===== src/rtl/occ_sat_counter.sv =====
// Saturating up-counter with synchronous clear that takes priority over increment.
module occ_sat_counter #(
  parameter int g_WIDTH = 32
) (
  input  logic               clk_i,
  input  logic               rst_n_i,
  input  logic               clr_i,
  input  logic               inc_i,
  output logic [g_WIDTH-1:0] cnt_o
);

  logic [g_WIDTH-1:0] cnt_reg;

  // Count up, hold at all-ones, clear wins over increment
  always_ff @(posedge clk_i or negedge rst_n_i) begin
    if (!rst_n_i) begin
      cnt_reg <= '0;
    end else if (clr_i) begin
      cnt_reg <= '0;
    end else if (inc_i && (cnt_reg != '1)) begin
      cnt_reg <= cnt_reg + g_WIDTH'(1);
    end
  end

  assign cnt_o = cnt_reg;

endmodule


===== config.mk =====
export PLATFORM = sky130hd
export DESIGN_NAME = occ_sat_counter
export DESIGN_NICKNAME = d
export VERILOG_FILES = /design/src/rtl/occ_sat_counter.sv
export SDC_FILE = /design/constraint.sdc
export NUM_CORES = 1
export LEC_CHECK = 0
export CAP_MARGIN = 20
export CELL_PAD_IN_SITES_DETAIL_PLACEMENT = 1
export CELL_PAD_IN_SITES_GLOBAL_PLACEMENT = 2
export CORE_MARGIN = 2
export CORE_UTILIZATION = 31
export DETAILED_ROUTE_END_ITERATION = 8
export PLACE_DENSITY_LB_ADDON = 0.1
export SYNTH_ARGS = -nofsm -noshare
export SYNTH_HDL_FRONTEND = slang
export SYNTH_SLANG_ARGS = --single-unit

===== constraint.sdc =====
create_clock -name clk_i -period 2.2 [get_ports clk_i]
set_input_delay 0.44 -clock clk_i [delete_from_list [all_inputs] [get_ports clk_i]]
set_output_delay 0.44 -clock clk_i [all_outputs]
set_load 0.02 [all_outputs]

==> impl_metrics.env, run 1 <==
export IMPL_cap_violations=0
export IMPL_synth_cells=198
export IMPL_finalHoldViolCount=0
export IMPL_period_minus_slack_ns=2.04
export IMPL_ys_seq_elements=32
export IMPL_p_int_w=0.00102
export IMPL_cts_buffers=5
export IMPL_cts_clk_slew_worst_paths_ns=0.07
export IMPL_cp_arrival_ns=2.23
export IMPL_finalNonFillerCells=325
export IMPL_via_per_inst=5.17
export IMPL_maxSlewHeadroom_pct=60.1
export IMPL_boundaryPins=36
export IMPL_slew_viol_final=0
export IMPL_switchingPower_w=0.000287
export IMPL_use_met3_pct=3.78
export IMPL_cts_buffer_depth=2
export IMPL_p_leak_nw=1.02
export IMPL_peakVddDrop_v=0.000280
export IMPL_syn_area_per_cell_um2=9.37
export IMPL_worstPathRequired_ns=2.40
export IMPL_netSwitchingFraction_pct=22.0
export IMPL_multi_input_area_um2=1010
export IMPL_critPathKind="in -> reg"
export IMPL_nets=254
export IMPL_cts_resized=0
export IMPL_antenna_found_initial=0
export IMPL_wl_per_cell_um=16.2
export IMPL_clock_sinks=32
export IMPL_synthTopCellsByArea="dfrtp_1 43%, nor2_1 5.3%, xnor2_1 4.7%"
export IMPL_largest_reg_flops=32
export IMPL_rsz0062_at_grt="false"
export IMPL_core_area_um2=5850
export IMPL_min_path_type="in -> async"
export IMPL_cts_tree="done"
export IMPL_wirelength_um=5270
export IMPL_yosysTopAreaCell="dfrtp_1"
export IMPL_clkPwrFrac_pct=48.9
export IMPL_start_util_pct=31.7
export IMPL_yosysWarnings=0
export IMPL_fp_dieH_um=81.3
export IMPL_syn_cell_area_um2=1850
export IMPL_antenna_left=0
export IMPL_synthArstFlopShare_pct=100
export IMPL_seqCellArea_um2=801
export IMPL_dr_pass1_iters=4
export IMPL_place_congestion=0.774
export IMPL_postCtsHoldBufs=0
export IMPL_grt_pass1_vias=1808
export IMPL_clk_insertion_delay_late_ns=0.29
export IMPL_post_synth_top_count_cell="dfrtp_1"
export IMPL_dpl_instance_area_um2=2400
export IMPL_setup_viol=0
export IMPL_fill_cells=670
export IMPL_synth_top_area_share_pct=43.2
export IMPL_grt_pass1_wl_um=8890
export IMPL_pwr_density_cell_nw_per_um2=515
export IMPL_max_freq_mhz=491
export IMPL_path_max_fanout=11
export IMPL_drive_gt1_share_pct=17.2
export IMPL_cts_root_buf="clkbuf_8"
export IMPL_htreeDepth=2
export IMPL_grt_usage_pct=17.8
export IMPL_grt_start_max_net_pins=41
export IMPL_post_route_util_pct=43.4
export IMPL_io_buffers=35
export IMPL_r2r_cells=6
export IMPL_diodes=0
export IMPL_overflow=0
export IMPL_holdWs_ns=0.549
export IMPL_ys_seq_area_share_pct=43.2
export IMPL_grt_busiest_layer="met2"
export IMPL_drc=0
export IMPL_comb_power_share_pct=5.4
export IMPL_grt_util_met1_pct=22.3
export IMPL_synth_distinct_cells=42
export IMPL_rows=28
export IMPL_routed_via_count=1679
export IMPL_dp_hpwl_um=3830
export IMPL_dieArea_um2=6620
export IMPL_ys_flop_type="dfrtp_1"
export IMPL_syn_nets=203
export IMPL_synth_common_cells="32 x dfrtp_1, 26 x nor2_1, 12 x nand3_1"
export IMPL_post_cts_buffers=0
export IMPL_worstMarginPinSlew_ns=0.593
export IMPL_critPathLaunchType="primary input"
export IMPL_dpl_cell_count=317
export IMPL_seq_power_share_pct=45.7
export IMPL_post_route_period_util_pct=92.5
export IMPL_cp_end_kind="flip-flop"
export IMPL_finish_instance_area_um2=2540
export IMPL_synth_edf_count=0
export IMPL_grt_use_met2_pct=31.0
export IMPL_status="finished clean"
export IMPL_die_x_um=81.3
export IMPL_drtIter0Drc=63
export IMPL_area_delta_synth_final_pct=36.8
export IMPL_finClkSkew_ns=0.00783
-- power groups by stage --
| stage | Clock, W | Sequential, W | Combinational [W] |
|---|---|---|---|
| floorplan | 0 | 0.000613 | 0.0000261 |
| global placement | 0 | 0.000608 | 0.0000702 |
| detailed placement | 0 | 0.000609 | 0.0000727 |
| CTS | 0.000656 | 0.000597 | 0.0000730 |
| global route | 0.000679 | 0.000598 | 0.0000793 |
| finish | 0.000639 | 0.000597 | 0.0000706 |
-- cell type report --
cell class | instances | share of cell area [%]
clock inverter | 1 | 1.18
inverter | 7 | 1.04
sequential | 32 | 31.6
multi-input combinational | 152 | 39.7
timing repair buffer | 51 | 19.0
clock buffer | 7 | 3.80
tap | 75 | 3.70
-- per-stage QoR --
| stage | total power [W] | worst slack [ns] | setup TNS [ns] |
|---|---|---|---|
| floorplan | 0.000639 | 0.125 | 0 |
| global placement | 0.000679 | -0.112 | -0.553 |
| detailed placement | 0.000681 | -0.219 | -1.20 |
| CTS | 0.00133 | 0.0692 | 0 |
| global route | 0.00136 | 0.0445 | 0 |
| finish | 0.00131 | 0.164 | 0 |
-- layout by cell type, fill, tap and decap left out, types with 4 or more instances in the layout --
cell type,count
clkdlybuf4s50_1,35
and3_1,7
nand2_1,11
buf_4,15
o21ai_0,4
nand4_1,6
a211oi_1,5
or3_1,4
xnor2_1,10
a21oi_1,11
inv_1,7
mux2_2,5
nor2b_1,6
nor2_1,26
dfrtp_1,32
clkbuf_8,7
nand3_1,12
nor3_1,4
-- metal layers --
metal / up-vias / wire [um]
met5: - / 0
met4: 0 / 43
met3: 5 / 150
met2: 25 / 2680
met1: 837 / 2390
li1: 812 / -
-- cell families (layout without fill, tap and decap cells) --
| logic type | count (synthesis) | count (layout) | share of synthesized area [%] |
|---|---|---|---|
| AO/OA/AOI/OAI | 32 | 32 | 11.9 |
| buffers and inverters | 14 | 66 | 3.17 |
| adder cells (fa/ha/maj) | 1 | 1 | 0.675 |
| flip-flops | 32 | 32 | 43.2 |
| multiplexers | 7 | 7 | 4.39 |
| AND/OR/NAND/NOR | 99 | 99 | 30.5 |
| XOR/XNOR | 13 | 13 | 6.14 |
-- worst max-delay path, stage by stage --
cell and delay (ns):
clkdlybuf4s50_1 0.49, and3_1 0.19, nand4_1 0.11, a21o_2 0.29, or4_1 0.52, a21oi_1 0.19
-- final timing paths --
kind | start | end | slack (ns)
setup / recovery | inc_i | cnt_o[25] | 0.16
hold reg to reg | cnt_o[17] | cnt_o[17] | 0.60
min in group clk_i | cnt_o[17] | cnt_o[17] | 0.60
setup reg to reg | cnt_o[0] | cnt_o[25] | 0.18
max in group asynchronous | rst_n_i | cnt_o[23] | 1.33
hold / removal | rst_n_i | cnt_o[3] | 0.55
Power figures use the tool's default switching activity.
==> run 2: changes to the inputs <==
--- a/config.mk
+++ b/config.mk
@@ -10,6 +10,8 @@
 export CELL_PAD_IN_SITES_GLOBAL_PLACEMENT = 2
 export CORE_MARGIN = 2
 export CORE_UTILIZATION = 31
+export CTS_CLUSTER_DIAMETER = 200
+export CTS_CLUSTER_SIZE = 14
 export DETAILED_ROUTE_END_ITERATION = 8
 export PLACE_DENSITY_LB_ADDON = 0.1
 export SYNTH_ARGS = -nofsm -noshare
==> results of run 2 <==
Final layout, timing and power as in run 1 (identical DEF).
